File: src/rtl/fitness_pkg.sv
// ---------------------------------------------------------------------------
// Module      : fitness_pkg
// Description : Beep command encodings, sequencer states, default ms timing.
// Revision    : 1.0 - initial release
// ---------------------------------------------------------------------------
`default_nettype none

package fitness_pkg;

  typedef enum logic [1:0] {
    BEEP_SHORT  = 2'd0,
    BEEP_DOUBLE = 2'd1,
    BEEP_LONG   = 2'd2,
    BEEP_TRIPLE = 2'd3
  } beep_t;

  typedef enum logic [1:0] {
    SEQ_IDLE = 2'd0,
    SEQ_TONE = 2'd1,
    SEQ_GAP  = 2'd2
  } seq_state_t;

  localparam int c_SHORT_MS = 100;
  localparam int c_GAP_MS   = 100;
  localparam int c_LONG_MS  = 500;
  localparam int c_CNT_W    = 10;

  function automatic logic [1:0] beep_count(input logic [1:0] i_type);
    case (i_type)
      2'd1:    return 2'd2;
      2'd3:    return 2'd3;
      default: return 2'd1;
    endcase
  endfunction

endpackage

`default_nettype wire

File: src/rtl/rise_detect.sv
// ---------------------------------------------------------------------------
// Module      : rise_detect
// Description : One-bit history register with a rising-edge pulse output.
// Revision    : 1.0 - initial release
// ---------------------------------------------------------------------------
`default_nettype none

module rise_detect (
  input  logic clk,
  input  logic rst_n,
  input  logic i_d,
  output logic o_rise
);

  logic r_hist;

  always_ff @(posedge clk or negedge rst_n) begin
    if (!rst_n) begin
      r_hist <= 1'b0;
    end else begin
      r_hist <= i_d;
    end
  end

  assign o_rise = i_d & ~r_hist;

endmodule

`default_nettype wire

File: src/rtl/buzzer_sequencer.sv
// ---------------------------------------------------------------------------
// Module      : buzzer_sequencer
// Description : Turns one-shot beep commands into gated tone patterns.
// Revision    : 1.0 - initial release
// ---------------------------------------------------------------------------
`default_nettype none

module buzzer_sequencer
  import fitness_pkg::*;
#(
  parameter int SHORT_MS = c_SHORT_MS,
  parameter int GAP_MS   = c_GAP_MS,
  parameter int LONG_MS  = c_LONG_MS,
  parameter int CNT_W    = c_CNT_W
) (
  input  logic       clk_in,
  input  logic       reset,
  input  logic       clk_500Hz,
  input  logic       clk_1kHz,
  input  logic       clk_2kHz,
  input  logic       cmd_valid,
  input  logic [1:0] cmd_type,
  output logic       cmd_ready,
  input  logic       abort,
  output logic       buzzer,
  output logic       busy,
  output logic       done
);

  localparam logic [CNT_W-1:0] c_SHORT_LAST = CNT_W'(SHORT_MS - 1);
  localparam logic [CNT_W-1:0] c_LONG_LAST  = CNT_W'(LONG_MS - 1);
  localparam logic [CNT_W-1:0] c_GAP_LAST   = CNT_W'(GAP_MS - 1);

  seq_state_t       r_state;
  beep_t            r_type;
  logic [CNT_W-1:0] r_ms_cnt;
  logic [1:0]       r_beeps_left;
  logic             r_buzzer;
  logic             r_done;

  logic             w_ms_tick;
  logic             w_tone;
  logic [CNT_W-1:0] w_tone_last;

  rise_detect u_ms_tick (
    .clk    (clk_in),
    .rst_n  (reset),
    .i_d    (clk_1kHz),
    .o_rise (w_ms_tick)
  );

  always_comb begin
    w_tone      = clk_1kHz;
    w_tone_last = c_SHORT_LAST;
    case (r_type)
      BEEP_SHORT: w_tone = clk_2kHz;
      BEEP_LONG: begin
        w_tone      = clk_500Hz;
        w_tone_last = c_LONG_LAST;
      end
      default: w_tone = clk_1kHz;
    endcase
  end

  always_ff @(posedge clk_in or negedge reset) begin
    if (!reset) begin
      r_state      <= SEQ_IDLE;
      r_type       <= BEEP_SHORT;
      r_ms_cnt     <= '0;
      r_beeps_left <= 2'd0;
      r_buzzer     <= 1'b0;
      r_done       <= 1'b0;
    end else begin
      r_done   <= 1'b0;
      r_buzzer <= (r_state == SEQ_TONE) & w_tone;
      if (abort) begin
        // Abort wins over every transition, including a same-cycle command.
        r_state      <= SEQ_IDLE;
        r_buzzer     <= 1'b0;
        r_ms_cnt     <= '0;
        r_beeps_left <= 2'd0;
      end else begin
        case (r_state)
          SEQ_IDLE: begin
            if (cmd_valid) begin
              r_state      <= SEQ_TONE;
              r_type       <= beep_t'(cmd_type);
              r_ms_cnt     <= '0;
              r_beeps_left <= beep_count(cmd_type);
            end
          end
          SEQ_TONE: begin
            if (w_ms_tick) begin
              if (r_ms_cnt == w_tone_last) begin
                r_ms_cnt     <= '0;
                r_beeps_left <= r_beeps_left - 2'd1;
                if (r_beeps_left == 2'd1) begin
                  r_state <= SEQ_IDLE;
                  r_done  <= 1'b1;
                end else begin
                  r_state <= SEQ_GAP;
                end
              end else begin
                r_ms_cnt <= r_ms_cnt + CNT_W'(1);
              end
            end
          end
          SEQ_GAP: begin
            if (w_ms_tick) begin
              if (r_ms_cnt == c_GAP_LAST) begin
                r_ms_cnt <= '0;
                r_state  <= SEQ_TONE;
              end else begin
                r_ms_cnt <= r_ms_cnt + CNT_W'(1);
              end
            end
          end
          default: r_state <= SEQ_IDLE;
        endcase
      end
    end
  end

  assign cmd_ready = (r_state == SEQ_IDLE);
  assign busy      = (r_state != SEQ_IDLE);
  assign buzzer    = r_buzzer;
  assign done      = r_done;

endmodule

`default_nettype wire
File: config.mk
export PLATFORM = sky130hd
export DESIGN_NAME = buzzer_sequencer
export DESIGN_NICKNAME = d
export VERILOG_FILES = /design/src/rtl/fitness_pkg.sv /design/src/rtl/rise_detect.sv /design/src/rtl/buzzer_sequencer.sv
export SDC_FILE = /design/constraint.sdc
export NUM_CORES = 1
export LEC_CHECK = 0
export CAP_MARGIN = 20
export CORE_UTILIZATION = 55
export DETAILED_ROUTE_END_ITERATION = 8
export PLACE_DENSITY = 0.76
export SYNTH_ARGS = -nofsm -noshare
export SYNTH_HDL_FRONTEND = slang
export SYNTH_HIERARCHICAL = 1
export SYNTH_SLANG_ARGS = --single-unit
File: constraint.sdc
create_clock -name clk_in -period 2.25 [get_ports clk_in]
set_input_delay 0.3375 -clock clk_in [delete_from_list [all_inputs] [get_ports clk_in]]
set_output_delay 0.3375 -clock clk_in [all_outputs]
set_load 0.02 [all_outputs]
Word-level counts from Yosys, hierarchy flattened
Cells that the tools add are included.

storage, ports and cells
  word-level logic and storage cells = 64
  input bits = 9
  register bits after elaboration = 19
  output and inout port bits = 4

cells by class
  eq/ne operators = 13
  multiplexer cells = 29
  bitwise logic cells = 4
  add/subtract/negate cells = 2
  reductions and logical operators = 9

operators by type and width
  kind                     number
  $mux W10                 6
  $pmux W10 S3             1
  $mux W2                  11
  $ne A3 B2 Y1 const B     4
  $add A10 B1 Y10 const B  1
  $eq A10 B7 Y1 const B    1
  $eq A10 B9 Y1            1
  $mux W9                  1
  $pmux W2 S2              2
  $reduce_and A4 Y1        2
  $eq A2 B1 Y1 const B     3
  $eq A2 B2 Y1 const B     3
  $mux W1                  6
  $pmux W2 S3              1
  $reduce_and A5 Y1        1
  $logic_not A2 Y1         2
  $reduce_bool A4 Y1       1
  $ne A3 B3 Y1 const B     1
  $reduce_and A3 Y1        1
  $reduce_bool A3 Y1       1
  $and A1 B1 Y1            2
  $not A1 Y1               2
  $pmux W1 S2              1
  $reduce_bool A2 Y1       1
  $sub A2 B1 Y2 const B    1

Logic depth before layout (Yosys ltp)
Gate-level depths: netlist (run 1).

  word-level depth = 7
  depth in mapped cells = 9
  depth with buffers taken out = 8

By module
The synthesis (run 1) kept the hierarchy.

modules (own cells, without submodules)
  module            times used  cells each  area each (um^2)  sequential area each (um^2)
  buzzer_sequencer  1           125         1168.6            450.4
  rise_detect       1           2           38.8              25.0

Worst setup path before layout (run 1)
OpenSTA, ideal clock, no wires.

  path type = register to register
  start = register r_state[0]
  end = register r_ms_cnt[5]
  arrival = 1673 ps
  buffers on the path = 1
  clock period less this slack = 1752 ps
  required time = 2171 ps
  cell stages (with the launch flop) = 9
  library setup time = 79 ps
  slack = 498 ps
  path through = dfrtp_1 inv_1 ha_1 inv_1 o32a_2 a21oi_4 buf_4 nand4_1 mux2i_1

on the way
  word-level cells in the longest chain between the ends = 3
  elaborated cells between the ends (all ways) = 10
  classes of those cells = eq/ne: 5; mux: 2; reduce/logical: 3

ends and longest elaborated chain
  what                                                                   RTL line                 text
  from (decl)                                                            buzzer_sequencer.sv:34   seq_state_t r_state;
  from (signal assigned)                                                 buzzer_sequencer.sv:67   r_state <= SEQ_IDLE;
  from (signal assigned)                                                 buzzer_sequencer.sv:78   r_state <= SEQ_IDLE;
  from (signal assigned)                                                 buzzer_sequencer.sv:86   r_state <= SEQ_TONE;
  $eq A2 B2 Y1, or another cell as far along                             buzzer_sequencer.sv:83   case (r_state)
  $ne A3 B2 Y1 (no source line), or another cell as far along            n/a
  $reduce_and A4 Y1 (no source line) / $mux W10 (equally long branches)  n/a
  to (signal assigned)                                                   buzzer_sequencer.sv:104  r_ms_cnt <= r_ms_cnt + CNT_W'(1);
  to (signal assigned)                                                   buzzer_sequencer.sv:114  r_ms_cnt <= r_ms_cnt + CNT_W'(1);
  to (decl)                                                              buzzer_sequencer.sv:36   logic [CNT_W-1:0] r_ms_cnt;

Several ways; a longest one is shown, not always the timed one.
A chain may end at the register's enable or synchronous reset.

Worst setup path after layout (run 1)
  start = register r_state[0]
  end = output busy

on the way
  word-level cells in the longest chain between the ends = 1

ends and longest elaborated chain
  what                RTL line                 text
  $reduce_bool A2 Y1  buzzer_sequencer.sv:125  assign busy = (r_state != SEQ_IDLE);
  to (decl)           buzzer_sequencer.sv:26   output logic busy,

Every way passes these cells.

==> results of run 1 <==
-- report_power, final --
group          switching [mW]  leakage, nW  internal (mW)
Clock                   0.106       0.0150         0.0692
Sequential             0.0338        0.256          0.378
Combinational           0.220        0.309          0.192
-- per-layer routing --
layer  GRT usage (%)  vias to the layer above  part of all wire [%]
li1                -                      482                     -
met5               0                        -                     0
met2            34.3                       16                    46
met1            27.8                      455                    48
met4            7.35                        0                   1.8
met3            5.61                        4                   3.7
-- cells by family after synthesis --
kind of cell,share of synthesized area [%]
simple gates,23.4
fa+ha+maj,6.22
xor+xnor,0.726
compound gates,16.8
flops,39.4
buf+inv,4.87
mux,8.60
-- layout make-up --
type,count,area [um^2]
Sequential cell,19,475
Inverter,8,30.0
Timing Repair Buffer,15,143
Clock buffer,4,26.3
Multi-Input combinational cell,96,673
Tap cell,27,33.8
Fill cell,166,641
-- flip-flops by register name (all words and copies together), names as in the netlist --
name              count
r_ms_cnt             10
r_beeps_left          2
r_state               2
r_type                2
buzzer                1
done                  1
u_ms_tick/r_hist      1
-- worst register-to-register path: stages (launching register included) --
cell      delay, ps
dfrtp_1         440
inv_1           100
ha_1            380
o21bai_1        140
o32a_2          220
a21oi_4         380
nand2b_1        100
a31oi_1         190
-- placed cells by master, fill, tap and decap left out, drive strengths merged, types with 2 or more instances in the layout --
cell type	count
mux2i	7
a21oi	14
nor2	8
mux2	3
nand2b	5
o21bai	2
nand4	3
inv	8
nand3	9
nand2	14
nor4	2
o21ai	2
ha	6
nor2b	2
dfrtp	19
nor3	2
a21o	2
and3	4
buf	3
clkbuf	4
clkdlybuf4s50	12
a31oi	3
-- metrics by stage --
stage	std cells	hold slack (ps)	total power [mW]
global route	169	376	1.07
detailed placement	165	488	0.828
finish	169	366	0.998
global placement	165	473	0.814
floorplan	127	41.9	0.711
CTS	169	362	1.01
-- final timing paths --
check / to / from / slack, ps
worst min register to register: r_ms_cnt[9] / r_ms_cnt[9] / 500
min in group clk_in: r_ms_cnt[9] / r_ms_cnt[9] / 500
max in group asynchronous: r_ms_cnt[5] / reset / 1680
worst max-delay path: busy / r_state[0] / 150
worst min-delay path: r_ms_cnt[1] / reset / 370
worst max register to register: r_ms_cnt[2] / r_state[1] / 230
==> out/qor.csv, run 1 <==
stage,metric,value,unit
yosys,Synth area leader,dfrtp_1,
yosys,post-synth top area share,39.4,%
yosys,synthesized flop and latch total,19,
sta,final hold violation count,0,
worst_setup_path,Worst EP arrival,1760,ps
pwr,peak supply drop,0.646,mV
clock_tree,number of setup buffers added after CTS,0,
layout,"Area growth, synth to finish",14.4,%
worst_setup_path,crit end category,output port,
yosys,synth cell count leaders,"dfrtp_1, nand2_1, a21oi_1, nand3_1",
layout,post-route cell area,1380,um^2
worst_setup_path,cell family with most CP delay,buffers and inverters,
yosys,"EDFF count, synth",0,
yosys,Syn Nets,142,
yosys,Mapped Cells,127,
sta,worst-margin pin slew,408,ps
grt,first-pass GRT wire length,3.83,mm
layout,final core occ,68.3,%
yosys,synth top area cells,"dfrtp_1, ha_1, mux2i_1",
grt,initial antenna violation count,0,
grt,GRT Util Overall,21.3,%
yosys,Yosys cell types,38,
yosys,asr flop ratio synth,100,%
sta,Tcrit/Tclk final,93.3,%
grt,largest net degree at the start of global routing,20,
sta,RSZ-0062 raised after global routing,false,
grt,vias in the first global route,883,
min_path,Tightest Hold Check Type,in -> async,
worst_setup_path,crit-path most repeated cell,inv_1,
layout,share of post-route cells with drive strength above 1,13.4,%
grt,"Remaining Overflow, GRT",0,
route,DRC Markers,0,
clock_tree,CTS resizes,0,
route,TritonRoute pass-1 iters,4,
worst_setup_path,Crit Path Category,reg -> out,
sta,skew final,5.79,ps
route,initial DRC count,19,
place,buffers added on ports,12,
clock_tree,hold buffer count at CTS,0,
worst_setup_path,crit-path max cell delay,600,ps
pwr,power density over cell area,723,nW/um^2
worst_setup_path,critical path required time,1910,ps
layout,ant diodes,0,
route,via count,957,
pwr,Leakage,0.580,nW
sta,Max Slew Vio Count,0,
place,gpl congestion,0.796,
floorplanning,core area,2020,um^2
worst_setup_path,worst path cell trace,"inv_1, ha_1, inv_1, clkdlybuf4s50_1",
floorplanning,standard-cell rows,16,
yosys,top_reg_cell synth,dfrtp_1,
route,WL final,2.26,mm
layout,Nets,158,
yosys,syn avg cell area,9.51,um^2
sta,final setup margin,152,ps
clock_tree,Max Root-Sink Buffers,2,
clock_tree,CTS tree,yes,
sta,setup TNS,0,ps
sta,Fmax,477,MHz
route,Final ANT Viol Nets,0,
worst_setup_path,Crit Path Max Fanout,5,
floorplanning,initial cell density of the core,59.7,%
floorplanning,total I/O pin count,13,
yosys,"Cell Area, Synth",1210,um^2
floorplanning,chip height,48.9,um
place,setup slack at placement,151,ps
place,dpl hpwl,1.66,mm
clock_tree,Root Driver,clkbuf_4,
worst_setup_path,CP Buf/Inv Count,3,
clock_tree,clock sinks,19,
floorplanning,die width,48.9,um
clock_tree,"CTS clk-pin slew, worst paths",110,ps
place,Placed Area,1360,um^2
route,vias per cell,5.66,
sta,Final min period,2100,ps
worst_setup_path,Worst Reg-to-Reg Cells,7,
yosys,register area share after synthesis,39.4,%
route,Avg WL per Cell,13.3,um
status,status,"finished, final reports clean",
worst_setup_path,critical path depth,4,
worst_setup_path,Worst path slowest cell,clkdlybuf4s50_1,
clock_tree,Clock H-tree levels,1,
sta,Setup Viol. Count Final,0,
clock_tree,CTS buffer count,3,
yosys,Yosys warnings,6,
sta,Rel. slew slack,72.7,%
yosys,most frequent cell after synthesis,dfrtp_1,
floorplanning,die area,2390,um^2
clock_tree,clk_lat worst skew,300,ps
worst_setup_path,Worst Setup Start Kind,flip-flop,
flow_run,maxcap violations,0,
Power figures use the tool's default switching activity.
==> inputs of run 2 (changes only) <==
SETUP_SLACK_MARGIN = 0.02   (was unset)
==> results of run 2 <==
The final DEF is identical to that of run 1; final timing and power are the same.
==> inputs of run 3 (changes only) <==
SLEW_MARGIN = 20   (was unset)
clock period = 2.35 ns   (was 2.25 ns; I/O delays follow)
==> results of run 3 <==
Same layout as run 1 (identical final DEF). Status: finished, final reports clean.
Main changes from that run: setup slack after placement 151 ps -> 236 ps; setup slack after layout 152 ps -> 237 ps; hold slack 366 ps -> 381 ps; register-to-register setup slack 230 ps -> 330 ps; total power 0.998 mW -> 0.956 mW; worst IR drop on VDD 0.646 mV -> 0.618 mV
